$ cat config.mk
export PLATFORM = sky130hd
export DESIGN_NAME = bus_sequencer
export DESIGN_NICKNAME = d
export VERILOG_FILES = /design/src/rtl/bus_sequencer.sv
export SDC_FILE = /design/constraint.sdc
export NUM_CORES = 1
export LEC_CHECK = 0
export CAP_MARGIN = 20
export CORE_MARGIN = 2
export CORE_UTILIZATION = 30
export CTS_CLUSTER_DIAMETER = 120
export CTS_CLUSTER_SIZE = 30
export DETAILED_ROUTE_END_ITERATION = 10
export PLACE_DENSITY = 0.69
export SYNTH_ARGS = -nofsm -noshare
export SYNTH_HDL_FRONTEND = slang
export SYNTH_SLANG_ARGS = --single-unit
$ cat constraint.sdc
create_clock -name _CLK -period 4.8 [get_ports _CLK]
set_input_delay 0.96 -clock _CLK [delete_from_list [all_inputs] [get_ports _CLK]]
set_output_delay 0.96 -clock _CLK [all_outputs]
set_load 0.01 [all_outputs]
$ cat src/rtl/bus_sequencer.sv
// Shared-bus sequencer: arbitrates CHANNELS requesters onto one address/data bus
// and runs each transaction through IDLE -> ACCESS (wait states) -> DONE.
module bus_sequencer #(
    parameter int CHANNELS    = 2,
    parameter int ADDR_W      = 23,
    parameter int DATA_W      = 16,
    parameter int WAIT_STATES = 1,
    parameter int PRIO_MODE   = 0
) (
    input  logic                     _CLK,
    input  logic                     RST,
    input  logic [CHANNELS-1:0]      REQ,
    input  logic [CHANNELS-1:0]      WE,
    input  logic [CHANNELS*ADDR_W-1:0] ADDR,
    input  logic [CHANNELS*DATA_W-1:0] WDATA,
    output logic [CHANNELS-1:0]      GNT,
    output logic [CHANNELS-1:0]      ACK,
    output logic [DATA_W-1:0]        RDATA,
    output logic [ADDR_W-1:0]        BUS_A,
    output logic [DATA_W-1:0]        BUS_D_OUT,
    output logic                     BUS_D_OE,
    input  logic [DATA_W-1:0]        BUS_D_IN,
    output logic                     BUS_R,
    output logic                     BUS_W,
    output logic                     BUSY
);

    localparam int IW = (CHANNELS > 1) ? $clog2(CHANNELS) : 1;

    localparam logic [1:0] IDLE   = 2'd0;
    localparam logic [1:0] ACCESS = 2'd1;
    localparam logic [1:0] DONE   = 2'd2;

    logic [1:0]          state;
    logic [IW-1:0]       win;
    logic [IW-1:0]       ptr;
    logic [IW-1:0]       pick;
    logic [IW-1:0]       base;
    logic [IW-1:0]       off;
    logic [IW:0]         sum;
    logic [CHANNELS-1:0] rot;
    logic [CHANNELS-1:0] cand;
    logic [CHANNELS-1:0] onehot;
    logic                found;
    logic                we_q;
    logic [3:0]          cnt;

    // Round-robin rotates the request vector so the pointer lands on bit 0;
    // the lowest set bit is then an offset from the pointer, wrapped back.
    always_comb begin
        rot   = CHANNELS'({REQ, REQ} >> ptr);
        cand  = (PRIO_MODE == 0) ? REQ : rot;
        base  = (PRIO_MODE == 0) ? '0 : ptr;
        off   = '0;
        found = 1'b0;
        for (int unsigned i = 0; i < CHANNELS; i++) begin
            if (!found && cand[i]) begin
                off   = IW'(i);
                found = 1'b1;
            end
        end
        sum = {1'b0, base} + {1'b0, off};
        if (sum >= (IW+1)'(CHANNELS))
            sum = sum - (IW+1)'(CHANNELS);
        pick = sum[IW-1:0];
    end

    always_ff @(posedge _CLK) begin
        if (RST) begin
            state     <= IDLE;
            win       <= '0;
            ptr       <= '0;
            we_q      <= 1'b0;
            cnt       <= '0;
            BUS_A     <= '0;
            BUS_D_OUT <= '0;
            RDATA     <= '0;
        end else begin
            case (state)
                IDLE: begin
                    if (|REQ) begin
                        win       <= pick;
                        we_q      <= WE[pick];
                        BUS_A     <= ADDR[pick*ADDR_W +: ADDR_W];
                        BUS_D_OUT <= WDATA[pick*DATA_W +: DATA_W];
                        cnt       <= 4'(WAIT_STATES);
                        state     <= ACCESS;
                        if (PRIO_MODE != 0)
                            ptr <= (pick == IW'(CHANNELS-1)) ? '0 : pick + IW'(1);
                    end
                end
                ACCESS: begin
                    if (cnt == 4'd0) begin
                        if (!we_q)
                            RDATA <= BUS_D_IN;
                        state <= DONE;
                    end else begin
                        cnt <= cnt - 4'd1;
                    end
                end
                DONE:    state <= IDLE;
                default: state <= IDLE;
            endcase
        end
    end

    always_comb begin
        onehot      = '0;
        onehot[win] = 1'b1;
        GNT         = (state != IDLE) ? onehot : '0;
        ACK         = (state == DONE) ? onehot : '0;
        BUS_R       = (state == ACCESS) && !we_q;
        BUS_W       = (state == ACCESS) && we_q;
        BUS_D_OE    = (state == ACCESS) && we_q;
        BUSY        = (state != IDLE);
    end

endmodule

Yosys cells after proc, flatten, opt, wreduce, memory -nomap -nowiden
Index checks and enable logic that the tools add are counted.
W data, S select, Z words.
{"block": "classes", "div_mod_pow": 0, "n_shift": 2, "n_lt_le_gt_ge": 4, "n_bitwise": 1, "addsub": 2, "muxes": 15, "reduce_logical": 15, "eq_ne": 5, "n_mul": 1}
{"cell": "$shiftx A46 B7 Y23", "count": 1}
{"cell": "$shiftx A32 B6 Y16", "count": 1}
{"cell": "$mux W2", "count": 4}
{"cell": "$mux W4", "count": 2}
{"cell": "$pmux W4 S2", "count": 1}
{"cell": "$mul A1 B5 Y6 const B", "count": 1}
{"cell": "$mux W1", "count": 6}
{"cell": "$ne A2 B2 Y1 const B", "count": 3}
{"cell": "$reduce_and A3 Y1", "count": 2}
{"cell": "$logic_and A1 B1 Y1", "count": 4}
{"cell": "$logic_not A4 Y1", "count": 1}
{"cell": "$lt A1 B2 Y1 const B", "count": 2}
{"cell": "$pmux W2 S2", "count": 1}
{"cell": "$reduce_and A2 Y1", "count": 2}
{"cell": "$reduce_bool A2 Y1", "count": 2}
{"cell": "$sub A4 B1 Y4 const B", "count": 1}
{"cell": "$eq A2 B1 Y1 const B", "count": 1}
{"cell": "$eq A2 B2 Y1 const B", "count": 1}
{"cell": "$ge A1 B2 Y1 const B", "count": 1}
{"cell": "$logic_not A1 Y1", "count": 2}
{"cell": "$logic_not A2 Y1", "count": 1}
{"cell": "$reduce_or A2 Y1", "count": 1}
{"cell": "$demux W1 S1", "count": 1}
{"cell": "$ge A1 B1 Y1 const B", "count": 1}
{"cell": "other kinds (2)", "count": 2}
{"block": "word_totals", "reg_bits": 63, "in_bits": 100, "latch_bits": 0, "romBits": 0, "n_memories": 0, "mem_bits_rw": 0}

Depth between registers and ports, before layout
{"block": "depth", "depth_word": 8, "ltp_mapped": 7}

Worst setup path before layout
No wires, ideal clock.
{"block": "synth_timing", "kind": "register -> output", "from": "register state[0]", "to": "output BUS_R", "n_path_buf": 2, "arrival_time_ps": 1089, "path_slack_ps": 2751, "required_ps": 3840, "stages_incl_launch_ff": 5, "cell_sequence": "dfxtp_1 or3b_1 buf_6 clkinv_4 buf_8"}
{"block": "synth_via", "elab_chain_cells": 2}
{"item": "start, declared", "line_no": "34", "source": "logic [1:0] state;"}
{"item": "start signal, assigned", "line_no": "70", "source": "state <= IDLE;"}
{"item": "start signal, assigned", "line_no": "87", "source": "state <= ACCESS;"}
{"item": "start signal, assigned", "line_no": "96", "source": "state <= DONE;"}
{"item": "$eq A2 B1 Y1", "line_no": "112", "source": "BUS_R = (state == ACCESS) && !we_q;"}
{"item": "$logic_and A1 B1 Y1", "line_no": "112"}
{"item": "end, declared", "line_no": "23", "source": "output logic BUS_R,"}
Every way passes these cells.

Worst setup path in the final report
Ends and elaborated chain as after synthesis.

==> PnR_summary.wiki <==
{| class="wikitable"
! Metric !! Value
|-
| Status || finished clean
|-
| Number of synthesized flops with an enable pin || 0
|-
| Area of the core || 8720 µm²
|-
| Synthesis-to-finish area growth || 70.0%
|-
| Cells after DPL || 505
|-
| Number of buffers inserted during clock tree synthesis || 9
|-
| TritonCTS Sinks || 63
|-
| Insertion delay to the later sink of the worst-skew pair || 0.33 ns
|-
| Nets in the synthesized netlist || 356
|-
| Internal Dissipation || 1080 µW
|-
| Most common cell after layout, fill and taps aside || clkdlybuf4s50_1
|-
| Mean instance size in the synthesized netlist || 10.6 µm²
|-
| Number of antenna violations at the first check in global routing || 0
|-
| Number of buffers inserted by hold repair at cts || 0
|-
| Initial Utilization || 0.309
|-
| Die Ht || 98.7 µm
|-
| Vias/cell || 4.88
|-
| Share of async-settable or async-resettable flops after synthesis || 0
|-
| Ratio of total power to cell area || 321 nW/µm²
|-
| Final weighted congestion of routability-driven global placement || 0.708
|-
| Synth Instances || 255
|-
| Average wire length per cell after detail routing || 14.8 µm
|-
| Maximum ir drop on the vdd rail || 0.140 mV
|-
| Critical path class || reg2out
|-
| Number of synthesized register bits || 63
|-
| Total negative setup slack || 0 ns
|-
| Required time reported for the critical path endpoint || 3.84 ns
|-
| Synthesized area || 2690 µm²
|-
| Number of warnings reported in the yosys synthesis log || 0
|-
| HP Class || reg2reg
|-
| Cell leakage power || 0.00164 µW
|-
| Number of endpoints with negative hold slack in the final report || 0
|-
| Fillers || 814
|-
| Clock power share || 0.323
|-
| Fraction of final layout cells sized beyond drive strength 1 || 0.0699
|-
| Number of iterations in the first detailed-routing pass || 4
|-
| Worst clock skew || 0.00863 ns
|-
| Clock transition at the register clock pins on the worst setup and hold paths after CTS || 0.07 ns
|-
| Final global-route overflow total || 0
|-
| I/O pin count || 163
|-
| CP max stage cell || or3b_1
|-
| Critical path peak fanout || 17
|-
| Number of max-slew violations in the final report || 0
|-
| Net Sw Frac || 0.267
|-
| Sequential group share of total power || 0.412
|-
| Final std cells w/o fill || 523
|-
| Netlist cell types || 37
|-
| Number of routed nets with antenna violations || 0
|-
| Count of instances resized after the clock tree is built || 0
|-
| Vias in the first global route || 2561
|-
| Clock tree from TritonCTS || done
|-
| Worst Hold Slack || 0.459 ns
|-
| Standard-cell rows || 34
|-
| Total track usage || 0.157
|-
| Number of antenna repair diodes || 0
|-
| IO buf count || 162
|-
| Gate power share || 0.265
|-
| Max Buffers Root-to-Sink || 2
|-
| Die outline width || 98.7 µm
|-
| Worst Setup End Kind || output pin
|-
| Predominant post-synthesis flop cell || dfxtp_1
|-
| Initial drt markers || 64
|-
| Unrepaired setup endpoints after global routing || false
|-
| Arrival time at the worst endpoint || 2.22 ns
|-
| Timing-limited maximum frequency || 314 MHz
|-
| H-tree Lvls || 3
|-
| Pin count of the biggest net entering global routing || 42
|-
| Worst slew slack as a fraction of its limit || 0.371
|-
| Worst slew pin tran || 0.941 ns
|-
| Placement-stage worst setup slack || 1.51 ns
|-
| Max-cap viol count || 0
|-
| Post-route fraction of the period consumed by the critical path || 0.662
|-
| Net switching power figure || 393 µW
|-
| Via Count || 2552
|-
| # Post-CTS Setup Buffers || 0
|-
| Wire length of the first global-routing pass || 12200 µm
|-
| Remaining DRCs || 0
|-
| Final Net Count || 511
|-
| Number of setup violations in the final report || 0
|-
| Crit path time final || 3.18 ns
|-
| Drt total wl || 7720 µm
|-
| Seq/Total Area, Yosys || 0.468
|-
| Detailed placement HPWL || 5640 µm
|-
| PnR Total Power || 1470 µW
|-
| Most frequent cells in the layout || 162 x clkdlybuf4s50_1, 63 x dfxtp_1, 40 x mux2i_1
|-
| Area of the die || 9750 µm²
|-
| Max stage delay on crit path || 0.65 ns
|-
| List of cells traversed by the critical path || or3b_1 -> clkinv_4 -> clkdlybuf4s50_1
|-
| Type of origin of the critical path || flip-flop
|-
| Final worst setup slack || 1.62 ns
|-
| Root buffer selected by CTS || clkbuf_8
|}
[registers in the layout (all words and copies together), names as in the netlist]
| register | cells |
|---|---|
| BUS_A | 23 |
| BUS_D_OUT | 16 |
| RDATA | 16 |
| cnt | 4 |
| state | 2 |
| we_q | 1 |
| win | 1 |
[per-layer routing]
layer,global-route usage,wire [µm],up-vias,share of wire
met5,0,0,-,0
met1,0.192,3250,1180,0.42
met2,0.253,3660,99,0.47
met3,0.0482,647,13,0.084
met4,0.0727,159,0,0.021
li1,-,-,1260,-
[cell families (layout without fill, tap and decap cells)]
logic type,count (synthesis),after routing,synth area share
compound gates,84,84,0.222
mux,40,40,0.149
flops,63,63,0.468
buf+inv,28,188,0.0688
simple gates,39,39,0.0874
fa+ha+maj,1,1,0.00465
[critical path, delay by kind of cell (launching register included)]
kind,cells,cell delay [ns]
simple gates,1,0.65
flops,1,0.44
buf+inv,2,0.80
[worst paths after layout]
check | start | slack, ns | cells after the start | endpoint
max | state[0] | 1.62 | 3 | BUS_R
min | BUS_D_OUT[15] | 0.46 | 1 | BUS_D_OUT[15]
min reg2reg | BUS_D_OUT[15] | 0.46 | 1 | BUS_D_OUT[15]
max reg2reg | cnt[0] | 2.99 | 5 | cnt[0]
[power groups by stage]
| stage | sequential (µW) | combinational, µW | clock [µW] |
|---|---|---|---|
| floorplan | 637 | 156 | 0 |
| global placement | 617 | 376 | 0 |
| detailed placement | 617 | 383 | 0 |
| CTS | 607 | 384 | 487 |
| global route | 614 | 421 | 515 |
| finish | 607 | 389 | 475 |
[per-stage QoR]
step | utilization | cell area (µm²)
after floorplan | - | 2690
after global placement | 0.496 | 4330
after detailed placement | 0.496 | 4330
after CTS | 0.520 | 4540
after global routing | 0.525 | 4580
final | 0.525 | 4580
[layout make-up]
cell class                 instances  area, µm²  share of cell area
timing repair buffer             167       1680               0.368
multi-input combinational        164       1260               0.276
sequential                        63       1260               0.276
clock buffer                      13        169              0.0369
tap                              108        135              0.0295
clock inverter                     3       40.0             0.00875
inverter                           5       23.8             0.00519
[cell usage after synthesis, types with 2 or more instances]
| library cell | n | share of area |
|---|---|---|
| dfxtp_1 | 63 | 0.47 |
| mux2i_1 | 40 | 0.15 |
| o2bb2ai_1 | 38 | 0.12 |
| a21oi_1 | 21 | 0.039 |
| nand3_1 | 16 | 0.030 |
| o21ai_0 | 12 | 0.022 |
| clkbuf_1 | 8 | 0.011 |
| buf_6 | 7 | 0.029 |
| buf_2 | 6 | 0.011 |
| o21ai_1 | 6 | 0.011 |
| inv_1 | 3 | 0.0042 |
| nand2_1 | 3 | 0.0042 |
| or3_1 | 3 | 0.0070 |
| and2_1 | 2 | 0.0046 |
| nor2_1 | 2 | 0.0028 |
| o221ai_1 | 2 | 0.0065 |
| o2bb2ai_2 | 2 | 0.011 |
| or3b_1 | 2 | 0.0065 |
(Power assumes the default switching activity.)
